`src/rtl/mem_writeback.sv`:
```
// mem_writeback: memory-response and writeback stage of the three-stage RV32I
// pipeline. Captures the execute bundle, waits for the data-memory load
// response (stalling upstream while it is outstanding), formats load data,
// selects the writeback value and drives the register-file write port. Also
// holds the tohost CSR and a sticky response-timeout flag.
//
// Optional feature: define MEM_WB_PERF_CNT_EN to add the load_stall_count
// performance counter port (counts stall cycles, wraps at 2^32).
//
// TIMEOUT must be at least 1.

module mem_writeback #(
  parameter int TIMEOUT = 255
) (
  input  logic        clk,
  input  logic        rst_n,
  input  logic        ex_valid,
  input  logic        ex_reg_we,
  input  logic        ex_mem_rr,
  input  logic        ex_csr_write,
  input  logic        ex_is_jump,
  input  logic [2:0]  ex_funct3,
  input  logic [4:0]  ex_rd,
  input  logic [31:0] ex_alu_result,
  input  logic [31:0] ex_pc_plus4,
  input  logic        dmem_resp_valid,
  input  logic [31:0] dmem_resp_data,
  output logic        stall,
  output logic        rf_we,
  output logic [4:0]  rf_wa,
  output logic [31:0] rf_wd,
  output logic [31:0] csr_tohost,
  output logic        resp_timeout
`ifdef MEM_WB_PERF_CNT_EN
  ,
  output logic [31:0] load_stall_count
`endif
);

  localparam int CW = (TIMEOUT > 1) ? $clog2(TIMEOUT + 1) : 1;

  typedef enum logic {
    ST_RUN  = 1'b0,
    ST_WAIT = 1'b1
  } state_e;

  typedef struct packed {
    logic        valid;
    logic        reg_we;
    logic        mem_rr;
    logic        csr_write;
    logic        is_jump;
    logic [2:0]  funct3;
    logic [4:0]  rd;
    logic [31:0] alu_result;
    logic [31:0] pc_plus4;
  } wb_t;

  state_e          state;
  state_e          state_nxt;
  wb_t             wb;
  logic            wait_clr;
  logic            wait_inc;
  logic [CW-1:0]   wait_cnt;
  logic [31:0]     load_data;
  logic            load_pending;

  // A load is outstanding whenever the captured instruction is a valid load.
  assign load_pending = wb.valid & wb.mem_rr;

  // Stall is purely combinational so it drops in the very cycle data arrives.
  assign stall = load_pending & ~dmem_resp_valid;

  // State register.
  always_ff @(posedge clk or negedge rst_n) begin
    if (!rst_n) begin
      state <= ST_RUN;
    end else begin
      // NOTE: sequential state always uses non-blocking (<=) so every flop
      // samples pre-edge values regardless of block ordering.
      state <= state_nxt;
    end
  end

  // Next-state logic: enter WAIT on a missing response, leave when it arrives.
  always_comb begin
    // NOTE: default assignment first so no path leaves state_nxt unassigned,
    // which would otherwise infer a latch.
    state_nxt = state;
    case (state)
      ST_RUN:  if (load_pending && !dmem_resp_valid) state_nxt = ST_WAIT;
      ST_WAIT: if (dmem_resp_valid)                  state_nxt = ST_RUN;
      default: state_nxt = ST_RUN;
    endcase
  end

  // FSM outputs: the wait counter only advances on WAIT cycles still missing data.
  always_comb begin
    wait_clr = 1'b1;
    wait_inc = 1'b0;
    if (state == ST_WAIT && !dmem_resp_valid) begin
      wait_clr = 1'b0;
      wait_inc = 1'b1;
    end
  end

  // WB pipeline register: captures the execute bundle unless stalled.
  always_ff @(posedge clk or negedge rst_n) begin
    if (!rst_n) begin
      // NOTE: datapath fields are reset too (not just valid) so rf_wa/rf_wd
      // read 0 out of reset instead of X.
      wb <= '0;
    end else if (!stall) begin
      wb.valid      <= ex_valid;
      wb.reg_we     <= ex_reg_we;
      wb.mem_rr     <= ex_mem_rr;
      wb.csr_write  <= ex_csr_write;
      wb.is_jump    <= ex_is_jump;
      wb.funct3     <= ex_funct3;
      wb.rd         <= ex_rd;
      wb.alu_result <= ex_alu_result;
      wb.pc_plus4   <= ex_pc_plus4;
    end
  end

  // tohost CSR write, taken from the ALU result of a CSR-write instruction.
  always_ff @(posedge clk or negedge rst_n) begin
    if (!rst_n) begin
      csr_tohost <= '0;
    end else if (wb.valid && wb.csr_write) begin
      csr_tohost <= wb.alu_result;
    end
  end

  // Saturating wait counter and sticky timeout flag; waiting continues after timeout.
  always_ff @(posedge clk or negedge rst_n) begin
    if (!rst_n) begin
      wait_cnt     <= '0;
      resp_timeout <= 1'b0;
    end else begin
      if (wait_clr) begin
        wait_cnt <= '0;
      end else if (wait_inc && wait_cnt != CW'(TIMEOUT)) begin
        wait_cnt <= wait_cnt + 1'b1;
      end
      if (wait_inc && wait_cnt == CW'(TIMEOUT - 1)) begin
        resp_timeout <= 1'b1;
      end
    end
  end

  // Load alignment and extension from the low address bits.
  always_comb begin
    logic [7:0]  byte_sel;
    logic [15:0] half_sel;
    case (wb.alu_result[1:0])
      2'd0:    byte_sel = dmem_resp_data[7:0];
      2'd1:    byte_sel = dmem_resp_data[15:8];
      2'd2:    byte_sel = dmem_resp_data[23:16];
      default: byte_sel = dmem_resp_data[31:24];
    endcase
    half_sel = wb.alu_result[1] ? dmem_resp_data[31:16] : dmem_resp_data[15:0];
    case (wb.funct3)
      3'b000:  load_data = {{24{byte_sel[7]}}, byte_sel};
      3'b100:  load_data = {24'h0, byte_sel};
      3'b001:  load_data = {{16{half_sel[15]}}, half_sel};
      3'b101:  load_data = {16'h0, half_sel};
      default: load_data = dmem_resp_data;
    endcase
  end

  // Writeback source select and register-file write port.
  always_comb begin
    if (wb.is_jump) begin
      rf_wd = wb.pc_plus4;
    end else if (wb.mem_rr) begin
      rf_wd = load_data;
    end else begin
      rf_wd = wb.alu_result;
    end
    rf_wa = wb.rd;
    rf_we = wb.valid & wb.reg_we & (wb.rd != 5'd0) & ~stall;
  end

`ifdef MEM_WB_PERF_CNT_EN
  // Performance counter: one count per stall cycle, free-running wrap.
  always_ff @(posedge clk or negedge rst_n) begin
    if (!rst_n) begin
      load_stall_count <= '0;
    end else if (stall) begin
      load_stall_count <= load_stall_count + 32'd1;
    end
  end
`endif

endmodule

```
`config.mk`:
```
export PLATFORM = sky130hd
export DESIGN_NAME = mem_writeback
export DESIGN_NICKNAME = d
export VERILOG_FILES = /design/src/rtl/mem_writeback.sv
export SDC_FILE = /design/constraint.sdc
export NUM_CORES = 1
export LEC_CHECK = 0
export BUFFER_PORTS_ARGS = -buffer_cell sky130_fd_sc_hd__buf_2
export CAP_MARGIN = 20
export CELL_PAD_IN_SITES_DETAIL_PLACEMENT = 1
export CELL_PAD_IN_SITES_GLOBAL_PLACEMENT = 1
export CORE_MARGIN = 2
export CORE_UTILIZATION = 35
export CTS_CLUSTER_DIAMETER = 30
export DETAILED_ROUTE_END_ITERATION = 7
export PLACE_DENSITY_LB_ADDON = 0.1
export SKIP_LAST_GASP = 1
export SLEW_MARGIN = 25
export SYNTH_ARGS = -nofsm -noshare
export SYNTH_HDL_FRONTEND = slang
export SYNTH_SLANG_ARGS = --single-unit
```
`constraint.sdc`:
```
create_clock -name clk -period 1.5 [get_ports clk]
set_input_delay 0.3 -clock clk [delete_from_list [all_inputs] [get_ports clk]]
set_output_delay 0.3 -clock clk [all_outputs]
set_load 0.01 [all_outputs]
```
---- After elaboration in Yosys (flattened, before gate mapping) ----
Index checks and enable logic that the tools add are counted.
word-level totals
  flip-flop bits (word level) ............. 119
  latch bits .............................. 0
  bits in writable memories ............... 0
  memories kept ........................... 0
  word-level logic and storage cells ...... 50
  output and inout port bits .............. 72
  memory bits (read-only) ................. 0
  bits of input ports ..................... 112
operators by class
  eq/ne operators ......................... 8
  multiplexer cells ....................... 11
  divide/modulo/power cells ............... 0
  reduce and logical (&&, ||, !) cells .... 9
  order comparisons ....................... 0
  $add $sub $neg .......................... 1
  shift operators ......................... 0
  $mul .................................... 0
  bitwise logic cells ..................... 8
operator list
  kind                                                                    number
  32-bit one-hot mux with 4 select lines                                  1
  32-bit 2-to-1 mux                                                       2
  8-bit one-hot mux with 3 select lines                                   1
  16-bit 2-to-1 mux                                                       1
  8-bit 2-to-1 mux                                                        2
  8-bit by 1-bit adder with 8-bit output (second input constant)          1
  8-bit equality test (second input constant)                             1
  8-bit != test (second input constant)                                   1
  3-bit equality test (second input constant)                             2
  1-bit AND                                                               5
  1-bit logical AND                                                       5
  5-bit nonzero test                                                      1
  3-bit by 1-bit equality test with 1-bit output (second input constant)  1
  3-bit zero test                                                         1
  1-bit 2-to-1 mux                                                        3
  1-bit NOT                                                               3
  2-bit by 1-bit equality test with 1-bit output (second input constant)  1
  2-bit equality test (second input constant)                             1
  2-bit zero test                                                         1
  2-bit by 1-bit != test with 1-bit output (second input constant)        1
  1-bit one-hot mux with 2 select lines                                   1
  1-bit zero test                                                         1

---- Depth between registers and ports, before layout ----
Gate-level depths: netlist of run 1.
  word-level depth ........................ 6
  mapped depth ............................ 6

---- Least setup slack after synthesis of run 1 ----
No wires, ideal clock.
  kind .................................... reg-to-output
  start point ............................. reg wb[71] (netlist name)
  end point ............................... out rf_wd[27]
  cell stages (with the launch flop) ...... 6
  path buffers ............................ 2
  setup slack ............................. -0.196 ns
  data arrival time ....................... 1.396 ns
  path through ............................ dfrtp_1 or2_1 buf_6 buf_8 a311o_1 a32oi_1
between the ends
  word-level cells in the longest chain between the ends .. 4
ends and longest elaborated chain
  element                                      RTL line  source
  start: declaration                           61        wb_t wb;
  3-bit equality test (tied with other cells)  163       case (wb.funct3)
  32-bit one-hot mux with 4 select lines *     163
  32-bit 2-to-1 mux *                          176       end else if (wb.mem_rr) begin
  32-bit 2-to-1 mux *                          174       if (wb.is_jump) begin
  end: declaration                             31        output logic [31:0] rf_wd,
Mark *: on every way between the ends. The rest lies on a longest branch, timed or not.

---- Final worst setup path of run 1 ----
  start point ............................. reg wb[70] (netlist name)
  end point ............................... out rf_wd[31]
The elaborated chain is that of the path after synthesis.

==> Implementation_results.wiki, run 1 <==
{| class="wikitable"
! Metric !! Value
|-
| Run status || finished, violations left
|-
| Failing checks || negative setup slack
|-
| Die area || 18,890 µm²
|-
| Hold path startpoint || ex_mem_rr
|-
| Arrival @ worst endpoint || 1960 ps
|-
| Detailed-route via count || 5,482
|-
| Yosys reg bits || 119
|-
| RSZ-0062 raised after global routing || yes
|-
| Detailed-router iteration count before antenna repair || 4
|-
| Starting density of the core || 0.3590
|-
| Buf+Inv Stages, Crit Path || 2
|-
| Clock insertion delay at the later pin of the skew report || 420 ps
|-
| Worst relative slew slack || 0.7154
|-
| Critical path cell sequence || or2_4 > buf_12 > a311o_2 > a32oi_2 > buf_2
|-
| Hold violation total from the final report || 0
|-
| Clock-pin slew reported for the worst setup and hold paths after clock tree synthesis || 60 ps
|-
| Cell internal power dissipation || 7662 µW
|-
| Share of the yosys chip area belonging to registers || 0.4779
|-
| Core ar. || 17,360 µm²
|-
| Fraction of power spent switching nets || 0.2992
|-
| Final total negative setup slack || -31,040 ps
|-
| Number of buffers between clock root and the deepest sink || 2
|-
| Max-slew violation count || 0
|-
| Critical path depth || 5
|-
| Nature of the critical path startpoint || flop
|-
| Maximum achievable frequency || 443.0 MHz
|-
| Largest vdd supply drop || 793.8 µV
|-
| Share of total power in combinational logic || 0.252
|-
| Final setup violation count || 94
|-
| Measured slew at the worst slew-check pin || 426.0 ps
|-
| Primary FF master, synth || sky130_fd_sc_hd__dfrtp_1
|-
| Fraction of layout instances using a drive strength above 1 || 0.6030
|-
| IO Pins || 184
|-
| Detail-routed via count per cell || 5.359
|-
| Worst min-delay path category || input port to flop
|-
| Num rows || 48
|-
| Leak || 0.004236 µW
|-
| Mean instance size in the synthesized netlist || 11.71 µm²
|-
| First-pass GRT wire length || 33,470 µm
|-
| Portion of the clock cycle consumed by the worst path in the final layout || 1.505
|-
| Post-Synthesis Net Count || 646
|-
| Clk network pwr share || 0.395
|-
| Die outline width || 137.4 µm
|-
| Number of distinct library cells after synthesis || 52
|-
| Number of buffers inserted during clock tree synthesis || 17
|-
| Type of destination of the critical path || primary output
|-
| Power dissipated by switching net loads || 3272 µW
|-
| Number of global-route vias before repair || 5,946
|-
| Violation count after the first detailed-route iteration || 223
|-
| DRC violations left || 0
|-
| Total routing usage reported by global routing || 0.2392
|-
| Clk sink count || 119
|-
| Ys Warns || 0
|-
| Total power after layout || 10,930 µW
|-
| Layout Area Growth over Synthesis || 46.65%
|-
| Min setup slack post-route || -757.5 ps
|-
| Die Y || 137.4 µm
|-
| Crit Path Class || flop to primary output
|-
| Post-Syn Instances || 532
|-
| Buffers added on ports || 183
|-
| Seq pwr share || 0.353
|-
| Hold path depth || 2
|-
| Cell at the root of the clock tree || sky130_fd_sc_hd__clkbuf_16
|-
| Worst setup path startpoint || wb[70]
|-
| Cell family with most CP delay || compound AO/OA/AOI/OAI gates
|-
| Number of cell instances on the worst register-to-register path || 7
|-
| Reg2reg start || wb[74]
|-
| Routed wire length per instance || 22.46 µm
|-
| Final Wtd Congestion || 0.8249
|-
| Initial antenna violation count || 2
|-
| Reported max-cap violation count || 0
|-
| Synthesized area || 6231 µm²
|-
| Crit path time final || 2257 ps
|-
| GRT overflow || 0
|-
| Count of antenna-violating nets left after detailed routing || 0
|-
| Largest net degree at the start of global routing || 45
|-
| Power per Cell Area || 1197 nW/µm²
|-
| Cell at the slowest stage of the critical path || sky130_fd_sc_hd__dfrtp_1
|-
| Crit path max fanout || 16
|-
| H-tree depth reported by CTS || 4
|-
| Share of synthesized registers carrying an async set or reset || 1.000
|-
| CTS tree || built
|-
| Layout Skew || 6.748 ps
|-
| Data required time at the worst endpoint || 1200 ps
|-
| Post-layout net count || 897
|-
| FILL cells || 1,871
|-
| Largest incremental delay on the critical path || 420 ps
|-
| HPWL after detailed placement || 15,640 µm
|-
| Final WL || 22,970 µm
|-
| Number of enable-type register cells in the synthesized netlist || 0
|}
cells by family after synthesis:
logic type | count (synthesis) | share of synthesized area
flip-flops | 119 | 0.4779
AND/OR/NAND/NOR | 132 | 0.1042
adder cells (fa/ha/maj) | 2 | 0.004015
AO/OA/AOI/OAI | 105 | 0.1432
multiplexers | 116 | 0.2086
buffers and inverters | 58 | 0.06205
cell usage after synthesis (2+ instances only):
master,count,area [µm²]
sky130_fd_sc_hd__a221o_1,7,70.07
sky130_fd_sc_hd__a221oi_1,3,26.28
sky130_fd_sc_hd__a22oi_1,5,37.54
sky130_fd_sc_hd__a2bb2oi_1,7,61.31
sky130_fd_sc_hd__a311o_1,10,100.1
sky130_fd_sc_hd__a311o_2,6,67.56
sky130_fd_sc_hd__a31oi_1,5,31.28
sky130_fd_sc_hd__a32oi_1,24,210.2
sky130_fd_sc_hd__and2_1,18,112.6
sky130_fd_sc_hd__and3_1,5,31.28
sky130_fd_sc_hd__buf_2,10,50.05
sky130_fd_sc_hd__buf_4,18,135.1
sky130_fd_sc_hd__buf_6,4,45.04
sky130_fd_sc_hd__clkbuf_1,6,22.52
sky130_fd_sc_hd__clkbuf_8,3,41.29
sky130_fd_sc_hd__dfrtp_1,119,2978
sky130_fd_sc_hd__dlymetal6s2s_1,2,25.02
sky130_fd_sc_hd__ha_1,2,25.02
sky130_fd_sc_hd__inv_1,13,48.80
sky130_fd_sc_hd__mux2_2,107,1205
sky130_fd_sc_hd__mux2i_1,8,80.08
sky130_fd_sc_hd__nand2_1,51,191.4
sky130_fd_sc_hd__nand2b_1,6,37.54
sky130_fd_sc_hd__nand3_1,3,15.01
sky130_fd_sc_hd__nand3b_1,2,15.01
sky130_fd_sc_hd__nor2_1,26,97.59
sky130_fd_sc_hd__nor3_1,7,35.03
sky130_fd_sc_hd__nor3b_1,8,60.06
sky130_fd_sc_hd__o211ai_1,2,15.01
sky130_fd_sc_hd__o21a_1,5,37.54
sky130_fd_sc_hd__o21ai_0,13,65.06
sky130_fd_sc_hd__o221ai_1,7,61.31
power groups by stage:
stage / clock network [µW] / registers [µW] / logic, µW
floorplan: 0 / 3920 / 1330
global placement: 0 / 3880 / 2420
detailed placement: 0 / 3900 / 2480
CTS: 4410 / 3850 / 2600
global route: 4560 / 3910 / 2960
finish: 4320 / 3860 / 2760
metrics by stage:
step                      instances  setup slack, ps  cell area, µm²  utilization  hold WS, ps
after floorplan                 532           -164.0            6399            -        4.409
after global routing           1021           -829.8            9133       0.5262        69.04
final                          1023           -757.5            9138       0.5265        75.22
after global placement          960           -321.7            7881       0.4541        233.8
after CTS                      1006           -778.9            8748       0.5040        60.99
after detailed placement        960           -363.6            7881       0.4541        231.7
path summary, 6_finish.rpt:
kind / to / slack [ps]
worst max register to register: rf_wa[1] / -190
worst min register to register: resp_timeout / 480
min in group asynchronous: csr_tohost[24] / 330
worst max-delay path: rf_wd[31] / -760
worst min-delay path: wb[74] / 80
max in group asynchronous: wb[72] / 600
flip-flops by register name, indices dropped and copies added, names as in the netlist:
signal        count
csr_tohost       32
resp_timeout      1
wait_cnt          8
wb               72
state             1
rf_wa             5
worst register-to-register path, delay by kind of cell (launching register included):
family,cells,cell delay (ps)
buffers and inverters,5,600
flip-flops,1,460
multiplexers,1,360
AND/OR/NAND/NOR,1,140
cells in the final DEF, fill, tap and decap left out, drive strengths merged, types with 2 or more instances in the layout:
master      n
a21oi       2
a221o       7
a221oi      3
a22oi       6
a2bb2oi     7
a311o      16
a31oi       5
a32oi      24
and2       18
and3        5
buf       271
bufinv      3
clkbuf     22
clkinv      4
clkinvlp    3
dfrtp     119
diode       2
ha          2
inv        18
mux2      108
mux2i       8
nand2      51
nand2b      6
nand3       3
nand3b      2
nor2       26
nor3        7
nor3b       9
o211ai      3
o21a        5
o21ai      14
o221ai      7
final cells by class:
type                       count  area, µm²  share of cell area
antenna                        2      5.005           0.0005477
multi-input combinational    355       3213              0.3516
clock inverter                15      191.4             0.02095
tap                          225      281.5             0.03081
inverter                      13      55.05            0.006025
clock buffer                  17      425.4             0.04656
sequential                   119       2984              0.3266
timing repair buffer         277       1982              0.2169
what timing repair did:
action,4_1_cts,5_1_grt
hold buffers,1,0
setup endpoints to repair,34,112
endpoints found under the hold margin,17,0
buffers inserted,12,10
gates cloned,2,7
pin swaps,3,12
gates resized for setup,17,62
routing by layer:
layer	share of wire	vias up	global-route usage
met5	0.00030	-	0
met4	0.016	2	0.05785
met3	0.064	26	0.06512
met2	0.50	166	0.4149
met1	0.42	2804	0.2951
li1	-	2484	-
Note: power is estimated with default switching activity, not from simulation.
==> inputs of run 2 (changes only) <==
--- a/config.mk
+++ b/config.mk
@@ -14,7 +14,6 @@
 export CTS_CLUSTER_DIAMETER = 30
 export DETAILED_ROUTE_END_ITERATION = 7
 export PLACE_DENSITY_LB_ADDON = 0.1
-export SKIP_LAST_GASP = 1
 export SLEW_MARGIN = 25
 export SYNTH_ARGS = -nofsm -noshare
 export SYNTH_HDL_FRONTEND = slang
==> Implementation_results.wiki, run 2 (synthesis gave the netlist of run 1 again) <==
{| class="wikitable"
! Metric !! Value
|-
| Fraction of layout instances using a drive strength above 1 || 0.6216 (+0.01854)
|-
| Detail-routed via count per cell || 5.379 (+0.38%)
|-
| Number of global-route vias before repair || 5,927 (-0.32%)
|-
| HPWL after detailed placement || 15,640 µm (unchanged)
|-
| Number of buffers between clock root and the deepest sink || 2 (unchanged)
|-
| Measured slew at the worst slew-check pin || 429.4 ps (+3.413 ps)
|-
| Cell family with most CP delay || compound AO/OA/AOI/OAI gates
|-
| GRT overflow || 0 (unchanged)
|-
| Most common cell after layout, fill and taps aside || sky130_fd_sc_hd__buf_2
|-
| Post-layout net count || 899 (+0.22%)
|-
| CTS tree || built
|-
| Register-to-register setup slack || -120 ps (+70 ps)
|-
| Cell at the slowest stage of the critical path || sky130_fd_sc_hd__dfrtp_1
|-
| Total routing usage reported by global routing || 0.2377 (-0.001492)
|-
| Portion of the clock cycle consumed by the worst path in the final layout || 1.512 (+0.007247)
|-
| Placed Cells incl. Taps || 960 (unchanged)
|-
| Final setup violation count || 86 (-8.5%)
|-
| Die Y || 137.4 µm (unchanged)
|-
| Hold path depth || 2 (unchanged)
|-
| Largest net degree at the start of global routing || 45 (unchanged)
|-
| Detailed-router iteration count before antenna repair || 4 (unchanged)
|-
| Most frequent cells in the layout || sky130_fd_sc_hd__buf_2, sky130_fd_sc_hd__dfrtp_1, sky130_fd_sc_hd__mux2_4
|-
| Largest incremental delay on the critical path || 420 ps (about the same)
|-
| Count of antenna-violating nets left after detailed routing || 0 (unchanged)
|-
| Final WL || 23,390 µm (+1.8%)
|-
| Arrival @ worst endpoint || 1970 ps (about the same)
|-
| Reported max-cap violation count || 0 (unchanged)
|-
| Die outline width || 137.4 µm (unchanged)
|-
| Core ar. || 17,360 µm² (unchanged)
|-
| Busiest metal layer after global routing || met2
|-
| Run status || finished, violations left
|-
| Nature of the critical path startpoint || flop
|-
| DRC violations left || 0 (unchanged)
|-
| Power per Cell Area || 1172 nW/µm² (-2.1%)
|-
| Crit path time final || 2268 ps (+10.87 ps)
|-
| Data required time at the worst endpoint || 1200 ps (about the same)
|-
| Crit path max fanout || 16 (unchanged)
|-
| Failing checks || negative setup slack
|-
| Area of all sequential standard cells || 2984 µm² (unchanged)
|-
| Starting density of the core || 0.3590 (unchanged)
|-
| Fraction of met1 tracks used by global routing || 0.2967 (+0.001632)
|-
| Initial antenna violation count || 2 (unchanged)
|-
| Num rows || 48 (unchanged)
|-
| Clock-pin slew reported for the worst setup and hold paths after clock tree synthesis || 60 ps (about the same)
|-
| Post-placement setup slack || -363.6 ps (unchanged)
|-
| Crit Path Class || flop to primary output
|-
| Buf+Inv Stages, Crit Path || 2 (unchanged)
|-
| Layout Area Growth over Synthesis || 52.31%
|-
| First-pass GRT wire length || 33,330 µm (-0.43%)
|-
| Largest registers in the final layout || wb x72, csr_tohost x32, wait_cnt x8
|-
| Final Wtd Congestion || 0.8249 (unchanged)
|-
| Number of cell instances on the worst register-to-register path || 6 (-1)
|-
| Worst min-delay path category || input port to flop
|-
| IO Pins || 184 (unchanged)
|-
| Area of combinational cells with multiple inputs || 3450 µm² (+7.4%)
|-
| Number of flip-flops in the largest register || 72 (unchanged)
|-
| Worst relative slew slack || 0.7131 (-0.002280)
|-
| Cell at the root of the clock tree || sky130_fd_sc_hd__clkbuf_16
|-
| Routed wire length per instance || 22.85 µm (+1.7%)
|-
| Met2 track utilization from global routing || 0.4096 (-0.005252)
|-
| Layout Skew || 6.895 ps (+0.1474 ps)
|-
| Hold violation total from the final report || 0 (unchanged)
|-
| Violation count after the first detailed-route iteration || 228 (+2.2%)
|-
| Buffers added on ports || 183 (unchanged)
|-
| RSZ-0062 raised after global routing || yes
|-
| Maximum achievable frequency || 440.9 MHz (-0.48%)
|-
| Max-slew violation count || 0 (unchanged)
|-
| Number of buffers inserted during clock tree synthesis || 17 (unchanged)
|-
| Critical path cell sequence || or2_4 > buf_12 > a311o_2 > a32oi_2 > buf_2
|-
| Largest register by flop count || wb
|-
| Leak || 0.004489 µW (+6.0%)
|-
| Number of non-filler instances in the completed layout || 1,024 (+0.098%)
|-
| Die area || 18,890 µm² (unchanged)
|-
| Clk sink count || 119 (unchanged)
|-
| Detailed-route via count || 5,508 (+0.47%)
|-
| Clock insertion delay at the later pin of the skew report || 420 ps (about the same)
|-
| Critical path depth || 5 (unchanged)
|-
| Min setup slack post-route || -768.3 ps (-10.87 ps)
|-
| Type of destination of the critical path || primary output
|-
| FILL cells || 1,842 (-1.5%)
|-
| Largest vdd supply drop || 776.8 µV (-2.1%)
|-
| H-tree depth reported by CTS || 4 (unchanged)
|-
| Fraction of met3 tracks used by global routing || 0.06512 (unchanged)
|}
[run 2: cell types whose count changed in the layout (fill, tap and decap cells not counted), sizes merged]
cell      delta
clkbuf       +1
clkinvlp     +1
diode        -1
inv          -1
buf          +1
[run 2: where the power goes]
part           internal (µW)  total [µW]  switching [µW]
Combinational           1550        2940            1400
Clock                   2650        4310            1660
Sequential              3590        3860             268
Total                   7800       11100            3320
[run 2: final timing paths]
check	end	startpoint
min in group asynchronous	csr_tohost[28]	rst_n
worst min-delay path	wb[74]	ex_mem_rr
worst min register to register	resp_timeout	resp_timeout
max in group asynchronous	wb[72]	rst_n
worst max register to register	wb[20]	wb[74]
worst max-delay path	rf_wd[18]	wb[70]
[run 2: area by class of cell]
class / count / share of cell area
well taps: 225 / 0.02966
diodes: 1 / 0.0002637
flip-flops and latches: 119 / 0.3144
multi-input cells: 355 / 0.3635
clock inverters: 15 / 0.02017
inverters: 13 / 0.006196
clock buffers: 17 / 0.04483
repair buffers: 279 / 0.2210
[run 2: per-layer routing]
metal  wire (µm)  share of wire
met5           7        0.00030
met4         218         0.0093
met3        1517          0.065
met2       11900           0.51
met1        9755           0.42
[run 2: through the flow]
step	setup TNS [ps]	cell area, µm²	hold slack (ps)	total power (µW)	utilization
after floorplan	-3698	6399	4.409	5251	-
after global placement	-8922	7881	233.8	6299	0.4541
after detailed placement	-9767	7881	231.7	6383	0.4541
after CTS	-28490	8852	60.99	10920	0.5100
after global routing	-32560	9488	66.70	11620	0.5466
final	-27680	9490	77.60	11120	0.5468
[run 2: what timing repair did]
item                                    CTS  global route
endpoints found under the hold margin    17             0
hold buffers                              1             0
cloned                                    2             8
pin swaps                                 3            23
gates resized for setup                  49           100
endpoints found under the setup margin   34            99
buffers inserted                         12            10
